File: config.mk
export PLATFORM = sky130hd
export DESIGN_NAME = vga_timing_gen
export DESIGN_NICKNAME = d
export VERILOG_FILES = /design/src/rtl/vga_timing_gen.sv
export SDC_FILE = /design/constraint.sdc
export NUM_CORES = 1
export LEC_CHECK = 0
export ABC_AREA = 1
export BUFFER_PORTS_ARGS = -buffer_cell sky130_fd_sc_hd__buf_2
export CAP_MARGIN = 5
export CORE_UTILIZATION = 51
export CTS_CLUSTER_SIZE = 8
export DETAILED_ROUTE_END_ITERATION = 6
export PLACE_DENSITY = 0.72
export SLEW_MARGIN = 20
export SYNTH_ARGS = -nofsm -noshare
export SYNTH_HDL_FRONTEND = slang
export SYNTH_SLANG_ARGS = --single-unit
File: constraint.sdc
create_clock -name clk -period 3 [get_ports clk]
set_input_delay 0.3 -clock clk [delete_from_list [all_inputs] [get_ports clk]]
set_output_delay 0.3 -clock clk [all_outputs]
set_load 0.02 [all_outputs]
File: src/rtl/vga_timing_gen.sv
// VGA raster timing generator: pixel/line counters with registered sync,
// active, coordinate and start-of-line/frame outputs, one pixel behind the counters.
module vga_timing_gen #(
    parameter int   H_ACTIVE = 640,
    parameter int   H_FP     = 16,
    parameter int   H_SYNC   = 96,
    parameter int   H_BP     = 48,
    parameter int   V_ACTIVE = 480,
    parameter int   V_FP     = 10,
    parameter int   V_SYNC   = 2,
    parameter int   V_BP     = 33,
    parameter logic HS_POL   = 1'b0,
    parameter logic VS_POL   = 1'b0,
    parameter int   CW       = 10
) (
    input  logic          clk,
    input  logic          rst,
    input  logic          pix_en,
    input  logic          run,
    output logic          hsync,
    output logic          vsync,
    output logic          active,
    output logic [CW-1:0] x,
    output logic [CW-1:0] y,
    output logic          line_start,
    output logic          frame_start
);

    localparam int H_TOTAL = H_ACTIVE + H_FP + H_SYNC + H_BP;
    localparam int V_TOTAL = V_ACTIVE + V_FP + V_SYNC + V_BP;

    localparam logic [CW-1:0] ZERO     = '0;
    localparam logic [CW-1:0] ONE      = CW'(1);
    localparam logic [CW-1:0] H_LAST   = CW'(H_TOTAL - 1);
    localparam logic [CW-1:0] V_LAST   = CW'(V_TOTAL - 1);
    localparam logic [CW-1:0] H_ACT_C  = CW'(H_ACTIVE);
    localparam logic [CW-1:0] V_ACT_C  = CW'(V_ACTIVE);
    localparam logic [CW-1:0] HS_START = CW'(H_ACTIVE + H_FP);
    localparam logic [CW-1:0] HS_END   = CW'(H_ACTIVE + H_FP + H_SYNC);
    localparam logic [CW-1:0] VS_START = CW'(V_ACTIVE + V_FP);
    localparam logic [CW-1:0] VS_END   = CW'(V_ACTIVE + V_FP + V_SYNC);

    logic [CW-1:0] hc_q, hc_d;
    logic [CW-1:0] vc_q, vc_d;
    logic          hsync_q, hsync_d;
    logic          vsync_q, vsync_d;
    logic          active_q, active_d;
    logic [CW-1:0] x_q, x_d;
    logic [CW-1:0] y_q, y_d;
    logic          line_start_q, line_start_d;
    logic          frame_start_q, frame_start_d;

    logic h_vis, v_vis, h_in_sync, v_in_sync;

    // Position decode of the counters as they stand before the coming edge.
    always_comb begin
        h_vis     = (hc_q < H_ACT_C);
        v_vis     = (vc_q < V_ACT_C);
        h_in_sync = (hc_q >= HS_START) && (hc_q < HS_END);
        v_in_sync = (vc_q >= VS_START) && (vc_q < VS_END);
    end

    // Next-state: hold without pix_en, idle/origin when stopped, else decode and advance.
    always_comb begin
        hc_d          = hc_q;
        vc_d          = vc_q;
        hsync_d       = hsync_q;
        vsync_d       = vsync_q;
        active_d      = active_q;
        x_d           = x_q;
        y_d           = y_q;
        line_start_d  = line_start_q;
        frame_start_d = frame_start_q;
        if (pix_en) begin
            if (!run) begin
                hc_d          = ZERO;
                vc_d          = ZERO;
                hsync_d       = ~HS_POL;
                vsync_d       = ~VS_POL;
                active_d      = 1'b0;
                x_d           = ZERO;
                y_d           = ZERO;
                line_start_d  = 1'b0;
                frame_start_d = 1'b0;
            end else begin
                hsync_d       = h_in_sync ? HS_POL : ~HS_POL;
                vsync_d       = v_in_sync ? VS_POL : ~VS_POL;
                active_d      = h_vis && v_vis;
                x_d           = (h_vis && v_vis) ? hc_q : ZERO;
                y_d           = (h_vis && v_vis) ? vc_q : ZERO;
                line_start_d  = (hc_q == ZERO);
                frame_start_d = (hc_q == ZERO) && (vc_q == ZERO);
                if (hc_q == H_LAST) begin
                    hc_d = ZERO;
                    vc_d = (vc_q == V_LAST) ? ZERO : (vc_q + ONE);
                end else begin
                    hc_d = hc_q + ONE;
                end
            end
        end
    end

    // State and output registers; reset forces the idle raster state at once.
    always_ff @(posedge clk or posedge rst) begin
        if (rst) begin
            hc_q          <= ZERO;
            vc_q          <= ZERO;
            hsync_q       <= ~HS_POL;
            vsync_q       <= ~VS_POL;
            active_q      <= 1'b0;
            x_q           <= ZERO;
            y_q           <= ZERO;
            line_start_q  <= 1'b0;
            frame_start_q <= 1'b0;
        end else begin
            hc_q          <= hc_d;
            vc_q          <= vc_d;
            hsync_q       <= hsync_d;
            vsync_q       <= vsync_d;
            active_q      <= active_d;
            x_q           <= x_d;
            y_q           <= y_d;
            line_start_q  <= line_start_d;
            frame_start_q <= frame_start_d;
        end
    end

    assign hsync       = hsync_q;
    assign vsync       = vsync_q;
    assign active      = active_q;
    assign x           = x_q;
    assign y           = y_q;
    assign line_start  = line_start_q;
    assign frame_start = frame_start_q;

endmodule

==> results.sh, run 1 <==
export IMPL_status="complete, no violations"
export IMPL_cts_clk_slew_worst_paths_ns=0.08
export IMPL_cts_sinks=45
export IMPL_n_fill_cell=399
export IMPL_h_tree_depth=2
export IMPL_yosys_top_cells_area="dfrtp_1 50%, nand2_1 11%, o21ai_0 7.0%"
export IMPL_fin_tns_setup_ns=0
export IMPL_grt_pass1_wl_um=7670
export IMPL_clk_path_buf_depth=2
export IMPL_grt_total_usage=0.233
export IMPL_worst_pin_slew_ns=0.689
export IMPL_crit_required_ns=3.23
export IMPL_netlist_instances=263
export IMPL_grt_pass1_vias=1644
export IMPL_sequentialPowerShare=0.534
export IMPL_power_frac_comb=0.104
export IMPL_synth_ff_latch_count=45
export IMPL_path_class="reg -> reg"
export IMPL_grt_max_degree=27
export IMPL_finalMaxSlewViolations=0
export IMPL_n_antenna_cell=0
export IMPL_gr_total_overflow=0
export IMPL_core_area_um2=4030
export IMPL_synthToLayoutAreaGrowth_pct=12.8
export IMPL_drt_total_wl_um=4490
export IMPL_ioPinCount=29
export IMPL_max_clock_freq_ghz=0.626
export IMPL_drt_iter0_markers=185
export IMPL_synth_edf_count=0
export IMPL_cp_startpoint="hc_q[0]$_DFFE_PP0P_"
export IMPL_syn_area_um2=2160
export IMPL_vias=1836
export IMPL_cts_hold_buf=0
export IMPL_pwr_density_cell_nw_per_um2=502
export IMPL_firstDrtPassIters=4
export IMPL_relSlewSlack=0.538
export IMPL_startpoint_type="flip-flop"
export IMPL_p_switching_uw=309
export IMPL_crit_path_end="hc_q[6]$_DFFE_PP0P_"
export IMPL_dieHeight_um=67.0
export IMPL_rsz0062_at_grt="no"
export IMPL_hold_violations=0
export IMPL_io_buffers=28
export IMPL_drcViolationCount=0
export IMPL_synth_distinct_cells=28
export IMPL_setup_viol=0
export IMPL_yosysMostFrequentCell="nand2_1"
export IMPL_die_w_um=67.0
export IMPL_fin_nets=300
export IMPL_synth_top_cell_area_share=0.499
export IMPL_async_flop_share=1.00
export IMPL_root_buffer="clkbuf_8"
export IMPL_avgViaCountPerCell=5.37
export IMPL_syn_area_per_cell_um2=8.20
export IMPL_cap_violations=0
export IMPL_rows=23
export IMPL_ff2ff_path_depth=8
export IMPL_period_minus_slack_ns=1.60
export IMPL_power_frac_clock=0.362
export IMPL_drive_gt1_frac=0.168
export IMPL_r2r_start="hc_q[0]$_DFFE_PP0P_"
export IMPL_gp_congestion=0.918
export IMPL_clk_latency_ns=0.30
export IMPL_finalPower_uw=1220
export IMPL_dieArea_um2=4490
export IMPL_route_antenna_remaining_nets=0
export IMPL_cts_tree="done"
export IMPL_post_cts_buffers=0
export IMPL_p_leak_uw=0.00119
export IMPL_swShare=0.253
export IMPL_synth_common_cells="64 x nand2_1, 43 x dfrtp_1, 30 x o21ai_0"
export IMPL_r2r_end="hc_q[6]$_DFFE_PP0P_"
export IMPL_fin_crit_sh=0.532
export IMPL_routedWlPerCell_um=13.1
export IMPL_yosys_most_used_dff="dfrtp_1"
export IMPL_cts_buffers=5
export IMPL_worst_r2r_setup_slack_ns=1.40
export IMPL_irDropWorstVdd_v=0.000262
export IMPL_antenna_found_initial=0
export IMPL_path_max_fanout=22
export IMPL_crit_path_end_kind="flip-flop"
export IMPL_arrival_ns=1.83
export IMPL_p_int_uw=911
export IMPL_place_hpwl_um=3230
export IMPL_hp_class="in -> async"
export IMPL_yosys_warnings=0
export IMPL_ctsResizeCount=0
export IMPL_ys_seq_area_frac=0.524
export IMPL_regArea_um2=1130
export IMPL_start_util=0.535
export IMPL_yosysTopAreaCell="dfrtp_1"
export IMPL_synth_fp_nets=271
export IMPL_multi_input_area_um2=865
export IMPL_clock_skew_final_ns=0.00497
==> cell type report <==
cell class	count	share of cell area
flip-flops and latches	45	0.464
clock buffers	5	0.0283
well taps	50	0.0257
clock inverters	2	0.0144
inverters	31	0.0479
repair buffers	30	0.0638
multi-input cells	179	0.356
==> registers in the layout, summed over array words and instances (netlist names) <==
signal	flops
active	1
frame_start	1
hc_q	10
hsync	1
line_start	1
vc_q	10
vsync	1
x	10
y	10
==> stage by stage <==
stage                      util  instance area, µm²  hold WS [ns]  setup WS, ns  std cells
after floorplan               -                2160         0.494          1.64        263
after global placement    0.578                2330         0.342          1.50        335
after detailed placement  0.578                2330         0.350          1.43        335
after CTS                 0.603                2430        0.0266          1.41        342
after global routing      0.603                2430        0.0536          1.24        342
final                     0.603                2430       0.00852          1.40        342
==> worst min path at each step <==
| stage | startpoint | to | slack, ns | cells after the start |
|---|---|---|---|---|
| after global placement | rst | x[3]$_DFFE_PP0P_ | 0.34 | 2 |
| final | rst | hc_q[4]$_DFFE_PP0P_ | 0.009 | 2 |
| after global routing | rst | x[1]$_DFFE_PP0P_ | 0.05 | 2 |
| after CTS | rst | x[1]$_DFFE_PP0P_ | 0.03 | 2 |
| after detailed placement | rst | x[1]$_DFFE_PP0P_ | 0.35 | 2 |
| after floorplan | run | hc_q[8]$_DFFE_PP0P_ | 0.49 | 2 |
==> kinds of logic (layout without fill, tap and decap cells) <==
kind of cell	after synthesis	count (layout)	share of synthesized area
AND/OR/NAND/NOR	128	128	0.260
AO/OA/AOI/OAI	46	46	0.114
flip-flops	45	45	0.524
buffers and inverters	39	68	0.0754
adder cells (fa/ha/maj)	4	4	0.0232
XOR/XNOR	1	1	0.00406
==> power groups by stage <==
stage | clock network (µW) | registers, µW | logic, µW
2_1_floorplan | 0 | 675 | 76.2
3_3_place_gp | 0 | 662 | 126
3_5_place_dp | 0 | 663 | 127
4_1_cts | 453 | 651 | 127
5_1_grt | 480 | 656 | 145
6_report | 442 | 651 | 126
==> metal layers <==
metal  wire length, µm  share of wire  GRT usage  vias up
met5                 0              0          0        -
met4                82          0.018      0.112        0
met3               277          0.062     0.0565        7
met2              1840           0.41      0.318       53
met1              2290           0.51      0.341      855
li1                  -              -          -      921
==> cells in the final DEF (no fill, tap or decap) <==
master,netlist,final
nand2_2,2,2
clkinv_1,0,1
buf_2,3,28
nor4_1,4,4
nand3_1,25,25
clkbuf_8,0,5
dfrtp_1,43,43
nand2_1,64,64
o2111ai_1,1,1
bufinv_16,0,1
nor2_1,21,21
nor3_1,4,4
a21oi_1,4,4
o21ai_2,1,1
a21o_1,1,1
a21oi_2,1,1
a31oi_1,1,1
nor3b_1,1,1
inv_2,4,4
xor2_1,1,1
buf_4,1,2
nor3_2,2,2
o21ai_0,30,30
dfstp_2,2,2
clkinv_2,0,1
nand4_1,5,5
inv_1,27,26
o21ai_1,7,7
ha_1,4,4
==> worst max-delay path, stage by stage (launching register included) <==
cell and delay, ns:
dfrtp_1 0.40, ha_1 0.23, nand3_1 0.09, nor2_1 0.05
nand2_2 0.09, nand2_1 0.07, nand2_2 0.31, o21ai_0 0.15
a21oi_1 0.13
No activity file was read; power rests on OpenSTA's default activity.
==> inputs of run 2 (changes only) <==
==> constraint.sdc (replaced) <==
create_clock -name clk -period 1.5 [get_ports clk]
set_input_delay 0.15 -clock clk [delete_from_list [all_inputs] [get_ports clk]]
set_output_delay 0.15 -clock clk [all_outputs]
set_load 0.02 [all_outputs]
==> results.sh, run 2 (synthesized netlist as in run 1, its figures left out) <==
export IMPL_worst_r2r_setup_slack_ns=0.07
export IMPL_max_clock_freq_ghz=0.697
export IMPL_startpoint_type="flip-flop"
export IMPL_final_cell_mix="60 x nand2_1, 42 x dfrtp_1, 29 x o21ai_0"
export IMPL_vias=1879
export IMPL_period_minus_slack_ns=1.43
export IMPL_grt_pass1_vias=1612
export IMPL_r2r_start="hc_q[1]$_DFFE_PP0P_"
export IMPL_grt_max_degree=46
export IMPL_arrival_ns=1.61
export IMPL_crit_path_end="vc_q[6]$_DFFE_PP0P_"
export IMPL_route_antenna_remaining_nets=0
export IMPL_die_w_um=67.0
export IMPL_layout_commonest_cell="nand2_1"
export IMPL_whs_ns=0.157
export IMPL_io_buffers=28
export IMPL_path_class="reg -> reg"
export IMPL_avgViaCountPerCell=5.32
export IMPL_grt_total_usage=0.227
export IMPL_crit_required_ns=1.68
export IMPL_r2r_end="vc_q[6]$_DFFE_PP0P_"
export IMPL_cts_sinks=45
export IMPL_worst_pin_slew_ns=0.347
export IMPL_cp_cell_sequence="ha_2, nand3_2, nor2_2, nand2_2, nand2_2, nand2_2, buf_6, nand2_2, o21ai_1"
export IMPL_crit_path_end_kind="flip-flop"
export IMPL_antenna_found_initial=0
export IMPL_rsz0062_at_grt="yes"
export IMPL_core_area_um2=4030
export IMPL_cp_slowest_cell="dfrtp_1"
export IMPL_drive_gt1_frac=0.241
export IMPL_hp_class="in -> reg"
export IMPL_rows=23
export IMPL_cp_common_cell="nand2_2"
export IMPL_root_buffer="clkbuf_8"
export IMPL_cp_slowest_stage_delay_ns=0.39
export IMPL_finalPower_uw=2480
export IMPL_path_max_fanout=8
export IMPL_relSlewSlack=0.766
export IMPL_status="complete, no violations"
export IMPL_start_util=0.535
export IMPL_ff2ff_path_depth=9
export IMPL_ioPinCount=29
export IMPL_hold_path_depth=2
export IMPL_drcViolationCount=0
export IMPL_clock_skew_final_ns=0.00486
export IMPL_n_antenna_cell=0
export IMPL_drt_total_wl_um=4670
export IMPL_firstDrtPassIters=4
export IMPL_gr_total_overflow=0
export IMPL_final_util=0.643
export IMPL_irDropWorstVdd_v=0.000385
export IMPL_routedWlPerCell_um=13.2
export IMPL_clk_latency_ns=0.29
export IMPL_cp_startpoint="hc_q[1]$_DFFE_PP0P_"
export IMPL_p_leak_uw=0.00125
export IMPL_place_hpwl_um=3290
export IMPL_cts_clk_slew_worst_paths_ns=0.08
export IMPL_hold_start="pix_en"
export IMPL_drt_iter0_markers=144
export IMPL_cts_buffers=5
export IMPL_grt_pass1_wl_um=7540
export IMPL_dieArea_um2=4490
export IMPL_fin_crit_sh=0.957
export IMPL_fin_nets=311
export IMPL_finalMaxSlewViolations=0
export IMPL_finalNonFillerCells=353
export IMPL_h_tree_depth=2
export IMPL_clk_path_buf_depth=2
export IMPL_dieHeight_um=67.0
export IMPL_place_inst=345
export IMPL_setup_viol=0
export IMPL_synthToLayoutAreaGrowth_pct=20.1
export IMPL_cts_tree="done"
export IMPL_gp_congestion=0.877
export IMPL_hold_violations=0
export IMPL_cap_violations=0
export IMPL_pwr_density_cell_nw_per_um2=958
## run 2: cell types whose count changed in the layout (fill, tap and decap cells not counted), moves of 3 or more
| cell | previous run | this run |
|---|---|---|
| nand2_1 | 64 | 60 |
| nor2_1 | 21 | 17 |
| buf_4 | 2 | 8 |
| buf_6 | 0 | 3 |
| nand2_2 | 2 | 6 |
| nor2_2 | 0 | 4 |
## run 2: critical path: cells and delay by family (launching register included)
family | cells | cell delay, ns
adders and majority gates | 1 | 0.22
AOI/OAI and AO/OA | 1 | 0.06
buffers and inverters | 1 | 0.15
DFF | 1 | 0.39
and+or+nand+nor | 6 | 0.50
## run 2: power breakdown
group / switching [µW] / total [µW] / internal (µW)
Sequential: 40.2 / 1300 / 1260
Clock: 390 / 874 / 484
Combinational: 192 / 307 / 115
## run 2: how the worst min path moves through the flow
stage	slack, ns	endpoint
6_report	0.16	y[9]$_DFFE_PP0P_
5_1_grt	0.17	y[9]$_DFFE_PP0P_
4_1_cts	0.16	y[9]$_DFFE_PP0P_
3_5_place_dp	0.21	x[2]$_DFFE_PP0P_
3_3_place_gp	0.20	x[2]$_DFFE_PP0P_
2_1_floorplan	0.34	hc_q[8]$_DFFE_PP0P_
## run 2: routing by layer
metal,vias to the layer above,global-route usage,wire length [µm]
met1,869,0.356,2250
li1,938,-,-
met2,63,0.301,2060
met5,-,0,0
met4,0,0.0718,62
met3,9,0.0514,298
## run 2: timing repair
action                                 4_1_cts  5_1_grt
resized for setup                            0       19
endpoints found under the hold margin       43        0
setup endpoints to repair                    0       19
buffers inserted                             0        0
hold buffers                                 1        0
## run 2: cell type report
cell class	count	area (µm²)
Sequential cell	45	1130
Multi-Input combinational cell	179	913
Tap cell	50	62.6
Inverter	31	116
Clock inverter	2	35.0
Fill cell	348	1440
Clock buffer	5	68.8
Timing Repair Buffer	41	264
## run 2: stage by stage
stage,TNS (ns),worst slack (ns),cell area [µm²]
2_1_floorplan,0,0.177,2160
3_3_place_gp,0,0.128,2410
3_5_place_dp,0,0.0745,2410
4_1_cts,0,0.0325,2530
5_1_grt,-0.265,-0.0379,2590
6_report,0,0.0651,2590
